**src/rtl/axis_arb_pkg.sv**
```systemverilog
// axis_arb_pkg: FSM encoding and sizing helpers shared by the AXIS frame arbiter and its selector.
package axis_arb_pkg;
    typedef enum logic {ST_IDLE = 1'b0, ST_GRANT = 1'b1} arb_state_t;
    localparam int IDX_W   = 2;
    localparam int MAX_SRC = 4;
    function automatic int beat_cnt_w(input int max_beats);
        return $clog2(max_beats + 1);
    endfunction
endpackage

```
**src/rtl/axis_frame_arbiter_rr_pick.sv**
```systemverilog
// rr_pick: combinational round-robin selector; the search starts one past i_last and wraps.
module rr_pick
    import axis_arb_pkg::*;
#(
    parameter int NUM_SRC = 2
)(
    input  logic [NUM_SRC-1:0] i_req,
    input  logic [NUM_SRC-1:0] i_mask,
    input  logic [IDX_W-1:0]   i_last,
    output logic [IDX_W-1:0]   o_grant,
    output logic               o_valid
);
    logic [MAX_SRC-1:0] w_elig;
    logic [IDX_W-1:0]   w_idx;
    assign w_elig = MAX_SRC'(i_req & i_mask);
    // Scan farthest candidate first so the nearest eligible source is the one left standing.
    always_comb begin
        o_grant = '0;
        o_valid = 1'b0;
        w_idx   = '0;
        for (int k = NUM_SRC; k >= 1; k--) begin
            w_idx = IDX_W'((int'(i_last) + k) % NUM_SRC);
            if (w_elig[w_idx]) begin
                o_grant = w_idx;
                o_valid = 1'b1;
            end
        end
    end
endmodule

```
**src/rtl/axis_frame_arbiter.sv**
```systemverilog
// axis_frame_arbiter: merges NUM_SRC packetized AXI-Stream sources onto one DMA stream,
// whole frames at a time, with round-robin fairness and a hard per-frame beat limit.
module axis_frame_arbiter
    import axis_arb_pkg::*;
#(
    parameter int DATA_WIDTH = 32,
    parameter int KEEP_WIDTH = 1,
    parameter int NUM_SRC    = 2,
    parameter int MAX_BEATS  = 512,
    parameter int CNT_WIDTH  = 16
)(
    input  logic                          clk,
    input  logic                          rst,
    input  logic [NUM_SRC-1:0]            s_axis_tvalid,
    output logic [NUM_SRC-1:0]            s_axis_tready,
    input  logic [NUM_SRC*DATA_WIDTH-1:0] s_axis_tdata,
    input  logic [NUM_SRC-1:0]            s_axis_tlast,
    output logic                          m_axis_tvalid,
    input  logic                          m_axis_tready,
    output logic [DATA_WIDTH-1:0]         m_axis_tdata,
    output logic [KEEP_WIDTH-1:0]         m_axis_tkeep,
    output logic                          m_axis_tlast,
    output logic [1:0]                    m_axis_tdest,
    input  logic [NUM_SRC-1:0]            src_enable,
    output logic [NUM_SRC*CNT_WIDTH-1:0]  frame_cnt,
    output logic [NUM_SRC-1:0]            overflow,
    output logic                          busy
);
    localparam int                BEAT_W    = beat_cnt_w(MAX_BEATS);
    localparam logic [BEAT_W-1:0] LAST_BEAT = BEAT_W'(MAX_BEATS - 1);

    arb_state_t           r_state, w_state_nxt;
    logic [IDX_W-1:0]     r_grant, r_last_grant, w_pick;
    logic                 w_pick_valid;
    logic [BEAT_W-1:0]    r_beat;
    logic [CNT_WIDTH-1:0] r_frame_cnt [NUM_SRC];
    logic [NUM_SRC-1:0]   r_overflow;
    logic [MAX_SRC-1:0]   w_valid4, w_last4;
    logic [DATA_WIDTH-1:0] w_data [MAX_SRC];
    logic w_src_valid, w_src_last, w_at_limit, w_eff_last, w_hs, w_done, w_force;

    assign w_valid4 = MAX_SRC'(s_axis_tvalid);
    assign w_last4  = MAX_SRC'(s_axis_tlast);

    for (genvar g = 0; g < MAX_SRC; g++) begin : g_data
        if (g < NUM_SRC) begin : g_used
            assign w_data[g] = s_axis_tdata[g*DATA_WIDTH +: DATA_WIDTH];
        end else begin : g_unused
            assign w_data[g] = '0;
        end
    end

    for (genvar g = 0; g < NUM_SRC; g++) begin : g_cnt
        assign frame_cnt[g*CNT_WIDTH +: CNT_WIDTH] = r_frame_cnt[g];
    end

    assign overflow = r_overflow;

    rr_pick #(.NUM_SRC(NUM_SRC)) u_pick (
        .i_req   (s_axis_tvalid),
        .i_mask  (src_enable),
        .i_last  (r_last_grant),
        .o_grant (w_pick),
        .o_valid (w_pick_valid)
    );

    // The beat limit overrides a missing source tlast; the remainder becomes the next frame.
    assign w_src_valid = w_valid4[r_grant];
    assign w_src_last  = w_last4[r_grant];
    assign w_at_limit  = r_beat == LAST_BEAT;
    assign w_eff_last  = w_src_last | w_at_limit;
    assign w_hs        = (r_state == ST_GRANT) & w_src_valid & m_axis_tready;
    assign w_done      = w_hs & w_eff_last;
    assign w_force     = w_hs & w_at_limit & ~w_src_last;

    always_ff @(posedge clk) r_state <= rst ? ST_IDLE : w_state_nxt;

    always_comb begin
        w_state_nxt = (r_state == ST_IDLE) ? (w_pick_valid ? ST_GRANT : ST_IDLE)
                                           : (w_done ? ST_IDLE : ST_GRANT);
    end

    always_comb begin
        busy          = r_state == ST_GRANT;
        m_axis_tvalid = busy & w_src_valid;
        m_axis_tdata  = busy ? w_data[r_grant] : '0;
        m_axis_tlast  = busy & w_eff_last;
        m_axis_tdest  = r_grant;
        m_axis_tkeep  = '1;
        s_axis_tready = '0;
        for (int i = 0; i < NUM_SRC; i++)
            s_axis_tready[i] = busy & m_axis_tready & (r_grant == IDX_W'(i));
    end

    always_ff @(posedge clk) begin
        if (rst) begin
            r_grant      <= '0;
            r_last_grant <= IDX_W'(NUM_SRC - 1);
            r_beat       <= '0;
            r_overflow   <= '0;
            for (int i = 0; i < NUM_SRC; i++) r_frame_cnt[i] <= '0;
        end else begin
            if (r_state == ST_IDLE && w_pick_valid) r_grant <= w_pick;
            if (w_hs) r_beat <= w_eff_last ? '0 : r_beat + BEAT_W'(1);
            if (w_done) r_last_grant <= r_grant;
            for (int i = 0; i < NUM_SRC; i++) begin
                if (w_done && r_grant == IDX_W'(i)) r_frame_cnt[i] <= r_frame_cnt[i] + CNT_WIDTH'(1);
                if (w_force && r_grant == IDX_W'(i)) r_overflow[i] <= 1'b1;
            end
        end
    end
endmodule
```
**config.mk**
```make
export PLATFORM = sky130hd
export DESIGN_NAME = axis_frame_arbiter
export DESIGN_NICKNAME = d
export VERILOG_FILES = /design/src/rtl/axis_arb_pkg.sv /design/src/rtl/axis_frame_arbiter_rr_pick.sv /design/src/rtl/axis_frame_arbiter.sv
export SDC_FILE = /design/constraint.sdc
export NUM_CORES = 1
export LEC_CHECK = 0
export CORE_UTILIZATION = 37
export CTS_BUF_LIST = sky130_fd_sc_hd__clkbuf_8 sky130_fd_sc_hd__clkbuf_16
export CTS_CLUSTER_SIZE = 12
export DETAILED_ROUTE_END_ITERATION = 16
export PLACE_DENSITY_LB_ADDON = 0.2
export SETUP_SLACK_MARGIN = 0.5
export SYNTH_ARGS = -nofsm -noshare
export SYNTH_HDL_FRONTEND = slang
export SYNTH_SLANG_ARGS = --single-unit
```
**constraint.sdc**
```tcl
create_clock -name clk -period 2.71 [get_ports clk]
set_input_delay 0.542 -clock clk [delete_from_list [all_inputs] [get_ports clk]]
set_output_delay 0.542 -clock clk [all_outputs]
set_load 0.02 [all_outputs]
```
==> Word level (Yosys, flattened, before mapping) <==
Memories as Yosys holds them, arrays and structs flattened.
Index checks and enable logic that the tools add are counted.
{ "totals": {"regBits": 16, "ramBits": 32, "inputBits": 73, "out_inout_bits": 74, "elab_cells": 72, "n_memories": 1} }
{ "op_classes": {"n_addsub": 5, "order_cmp": 4, "eq_ne": 2, "muxes": 30, "n_bitwise": 18, "n_reduce_logical": 6} }
{ "memory_table": {"columns": ["name", "words", "width", "read_ports", "rd_clocked_by_memory_dff", "wr", "line", "rtl"], "rows": [
  ["r_frame_cnt", 2, 16, 2, 0, 2, "axis_frame_arbiter.sv:36", "logic [CNT_WIDTH-1:0] r_frame_cnt [NUM_SRC];"]
]} }
{ "ops": {"columns": ["operator", "count"], "rows": [
  ["$mux W32", 3],
  ["$bmux W32 S2", 1],
  ["$add A16 B1 Y16 const B", 2],
  ["$mux W16", 2],
  ["$mux W1", 17],
  ["$add A10 B1 Y10 const B", 1],
  ["$eq A10 B9 Y1 const B", 1],
  ["$mux W10", 1],
  ["$and A1 B1 Y1", 9],
  ["$lt A2 B3 Y1 const B", 3],
  ["$bmux W1 S2", 4],
  ["$logic_and A1 B1 Y1", 5],
  ["$mux W2", 2],
  ["$ge A3 B3 Y1 const B", 1],
  ["$not A2 Y3", 1],
  ["$or A1 B1 Y1", 3],
  ["$add A1 B1 Y1 const B", 2],
  ["$and A1 B1 Y1 const A", 2],
  ["$and A2 B2 Y2", 1],
  ["$eq A2 B1 Y1 const B", 1],
  ["$logic_not A2 Y1", 1],
  ["$not A1 Y1", 2]
]} }

==> Depth between registers and ports, before layout <==
{ "logic_depth": {"ltp_word": 10, "depth_mapped": 7, "mapped_depth_nobuf": 5} }

==> Cells and area by module <==
Synthesis repeated with hierarchy kept, for this count alone.
{ "hier_totals": {"cells_unflattened": 333, "hier_area_um2": 3021.6} }
{ "by_module_without_submodules": {"columns": ["mod", "instances", "cells_each", "area_per_inst_um2", "seq_area_each_um2"], "rows": [
  ["axis_frame_arbiter", 1, 327, 2992.9, 1301.2],
  ["rr_pick", 1, 6, 28.8, 0.0]
]} }

==> Worst setup path before layout <==
Ideal clock, no wire load.
{ "synth_path": {"path_kind": "register -> register", "startpoint": "reg r_beat[0]", "endpoint": "mem r_frame_cnt[0][0] (enable)", "setup_time_ns": 0.411, "arrival_time_ns": 2.311, "required_ns": 2.299, "path_slack_ns": -0.012, "stages_incl_launch_ff": 6, "n_path_buf": 0, "period_less_slack_ns": 2.722, "cell_sequence": "dfxtp_1 > ha_1 > nand3_1 > o31a_1 > nand2b_1 > o21ai_0"} }
{ "synth_lines": {"columns": ["element", "line", "rtl"], "rows": [
  ["start, declared", "axis_frame_arbiter.sv:35", "logic [BEAT_W-1:0] r_beat;"],
  ["start signal, assigned", "axis_frame_arbiter.sv:104", "if (w_hs) r_beat <= w_eff_last ? '0 : r_beat + BEAT_W'(1);"],
  ["end, declared", "axis_frame_arbiter.sv:36", null]
]} }

==> Worst setup path after layout <==
{ "layout_path": {"startpoint": "reg r_beat[1]", "endpoint": "out m_axis_tlast"} }
{ "layout_between": {"elab_chain_len": 3} }
{ "layout_lines": {"columns": ["element", "line", "rtl"], "rows": [
  ["$eq A10 B9 Y1", "axis_frame_arbiter.sv:70", "assign w_at_limit = r_beat == LAST_BEAT;"],
  ["$or A1 B1 Y1", "axis_frame_arbiter.sv:71", "assign w_eff_last = w_src_last | w_at_limit;"],
  ["$and A1 B1 Y1", "axis_frame_arbiter.sv:87", "m_axis_tlast = busy & w_eff_last;"],
  ["end, declared", "axis_frame_arbiter.sv:22", "output logic m_axis_tlast,"]
]} }
No other way between the ends.

==> qor.yml <==
yosysWarnings: 0
maxCapViolations: 0
vias: 2833
routed_wl_mm: 7.77
placeableCoreArea_sq_mm: 0.00781
maxUsedRoutingLayer: "met4"
mostFrequentLayoutCells: "clkdlybuf4s50_1, nor2_1, nor2b_1, mux2i_1"
gp_congestion: 0.869
die_w_microns: 92.2
fin_util_pct: 59.9
grt_overflow: 0
crit_arrival_ps: 1670
ys_seq_area_share_pct: 41.9
final_common_cell: "clkdlybuf4s50_1"
fmax_mhz: 452
wl_per_cell_microns: 13.7
power_per_cell_area_mw_per_mm2: 371
clk_pin_slew_ps: 90
hold_class: "reg2reg"
hold_viol: 0
slew_viol_final: 0
rsz0062_at_grt: "yes"
start_kind: "register"
drc: 0
start_util_pct: 38.6
diodes: 0
antenna_found_initial: 0
synth.distinct_cells: 35
path_delay_family: "flip-flops"
power_mw: 1.73
track_usage_pct: 19.1
clockPowerShare_pct: 26.4
final_area_sq_mm: 0.00468
dpl_cell_area_sq_mm: 0.00459
wl_met1_mm: 3.38
grt_pass1_wl_mm: 12.9
clock_latency_ps: 290
synthCells: 320
cts_buffer_depth: 2
synth_area_per_cell_sq_um: 9.42
wl_met2_mm: 3.70
firstDrtPassIters: 4
crit_slowest_cell: "dfxtp_1"
switchingPower_mw: 0.466
irDropWorstVdd_uv: 247
drtIter0Drc: 60
end_kind: "output port"
setup_tns_ps: 0
dpl.hpwl_mm: 6.10
ant_nets: 0
syn_area_sq_mm: 0.00301
ioPinCount: 147
grt_pass1_vias: 2837
synth_seq_cells: 47
worstPathRequired_ps: 2170
crit_chain: "ha_1 -> nand3_1 -> o31a_1 -> nor2b_1 -> clkbuf_2"
seqPwrFrac_pct: 47.3
num_rows: 32
pwr-share-comb_pct: 26.3
fin_hold_ws_ps: 511
path_max_fanout: 5
netSwitchingFraction_pct: 26.9
intPower_mw: 1.27
critical_path_buf_inv_count: 1
leakage_nw: 1.67
min_period_over_period_pct: 81.6
fill_cells: 698
worstSetupPathType: "reg2out"
synth_nets: 396
die_area_sq_mm: 0.00851
wl_met3_microns: 529
cts_made_buffers: 5
critPathMaxStageDelay_ps: 390
htree_levels: 2
grt_max_degree: 33
root_buffer: "clkbuf_8"
period_needed_ps: 2210
nNetsFinal: 539
clock_sinks: 47
setup_viol: 0
status: "complete, no violations"
drive_gt1_share_pct: 7.76
avgViaCountPerCell: 5.01
portBuffers: 144
die_h_microns: 92.2
cts_tree: "yes"
finClkSkew_ps: 8.42
areaGrowthSynthToFinish_pct: 55.2
Yosys cell counts:
cell type,count,area share [%]
nor3b_1,1,0.25
nand2_1,17,2.1
and2_1,2,0.42
nand4_1,13,2.7
mux2i_1,33,11
o31a_1,1,0.29
xor2_1,11,3.2
nor3_1,7,1.2
a31o_2,2,0.58
nand2b_1,2,0.42
nand3_1,14,2.3
or2_1,1,0.21
buf_6,3,1.1
inv_1,8,1.0
buf_4,3,0.75
or3_1,1,0.21
dfxtp_1,15,10
conb_1,2,0.25
clkbuf_1,8,1.0
edfxtp_1,32,32
o211ai_1,1,0.25
nor2_2,10,2.1
a31oi_1,1,0.21
o21ai_0,5,0.83
a21oi_1,6,1.0
xnor2_1,24,7.0
nor2_1,40,5.0
nand4b_1,1,0.29
ha_1,3,1.2
mux2i_2,1,0.46
a41oi_1,1,0.29
buf_2,4,0.66
nor2b_1,34,7.1
nor4_1,11,2.3
and4_1,2,0.58
power groups by stage:
stage	logic, mW	clock network (mW)	registers, mW
after floorplan	0.193	0	0.860
after global placement	0.472	0	0.841
after detailed placement	0.476	0	0.842
after CTS	0.461	0.473	0.820
after global routing	0.493	0.499	0.825
final	0.456	0.458	0.820
state kept, by name, summed over array words and instances, names as in the netlist:
| signal | cells |
|---|---|
| busy | 1 |
| r_last_grant | 1 |
| overflow | 2 |
| m_axis_tdest | 1 |
| r_beat | 10 |
| r_frame_cnt | 32 |
worst min-delay path: cells and delay by family, from the launching register on:
kind | cells | cell delay [ps]
simple gates | 1 | 80
compound gates | 1 | 50
flops | 1 | 350
through the flow:
stage          setup slack, ps  instances
6_report                   499        566
5_1_grt                    427        566
4_1_cts                    316        566
3_5_place_dp               166        557
3_3_place_gp               174        557
2_1_floorplan              414        320
worst paths after layout:
check / depth (start not counted) / slack [ps] / from / endpoint
max: 5 / 500 / r_beat[1] / m_axis_tlast
min: 2 / 510 / overflow[0] / overflow[0]
max reg2reg: 7 / 730 / m_axis_tdest[0] / r_frame_cnt[0][31]
min reg2reg: 2 / 510 / overflow[0] / overflow[0]
timing repair:
action,4_1_cts,5_1_grt
setup endpoints to repair,37,56
gates cloned,0,0
hold buffers,0,0
buffers inserted,1,0
gates resized for setup,40,7
kinds of logic (layout without fill, tap and decap cells):
| group | count (synthesis) | after routing | synth area share [%] |
|---|---|---|---|
| simple gates | 156 | 156 | 27.1 |
| xor+xnor | 35 | 35 | 10.2 |
| other cells | 2 | 2 | 0.249 |
| compound gates | 17 | 17 | 3.45 |
| flops | 47 | 47 | 41.9 |
| mux | 34 | 34 | 11.4 |
| buf+inv | 26 | 170 | 4.53 |
| fa+ha+maj | 3 | 3 | 1.25 |
area by class of cell:
cell class	instances	area, sq um	area share [%]
multi-input cells	247	1620	34.7
repair buffers	154	1530	32.7
flip-flops and latches	47	1270	27.1
well taps	102	128	2.73
clock buffers	6	93.8	2.01
inverters	8	30.0	0.642
clock inverters	2	7.51	0.161
routing by layer:
layer,vias to the layer above,track usage (%)
met5,-,0
met4,0,5.99
met3,15,5.64
met2,101,33.0
met1,1323,22.8
li1,1394,-
Note: power is estimated with default switching activity, not from simulation.
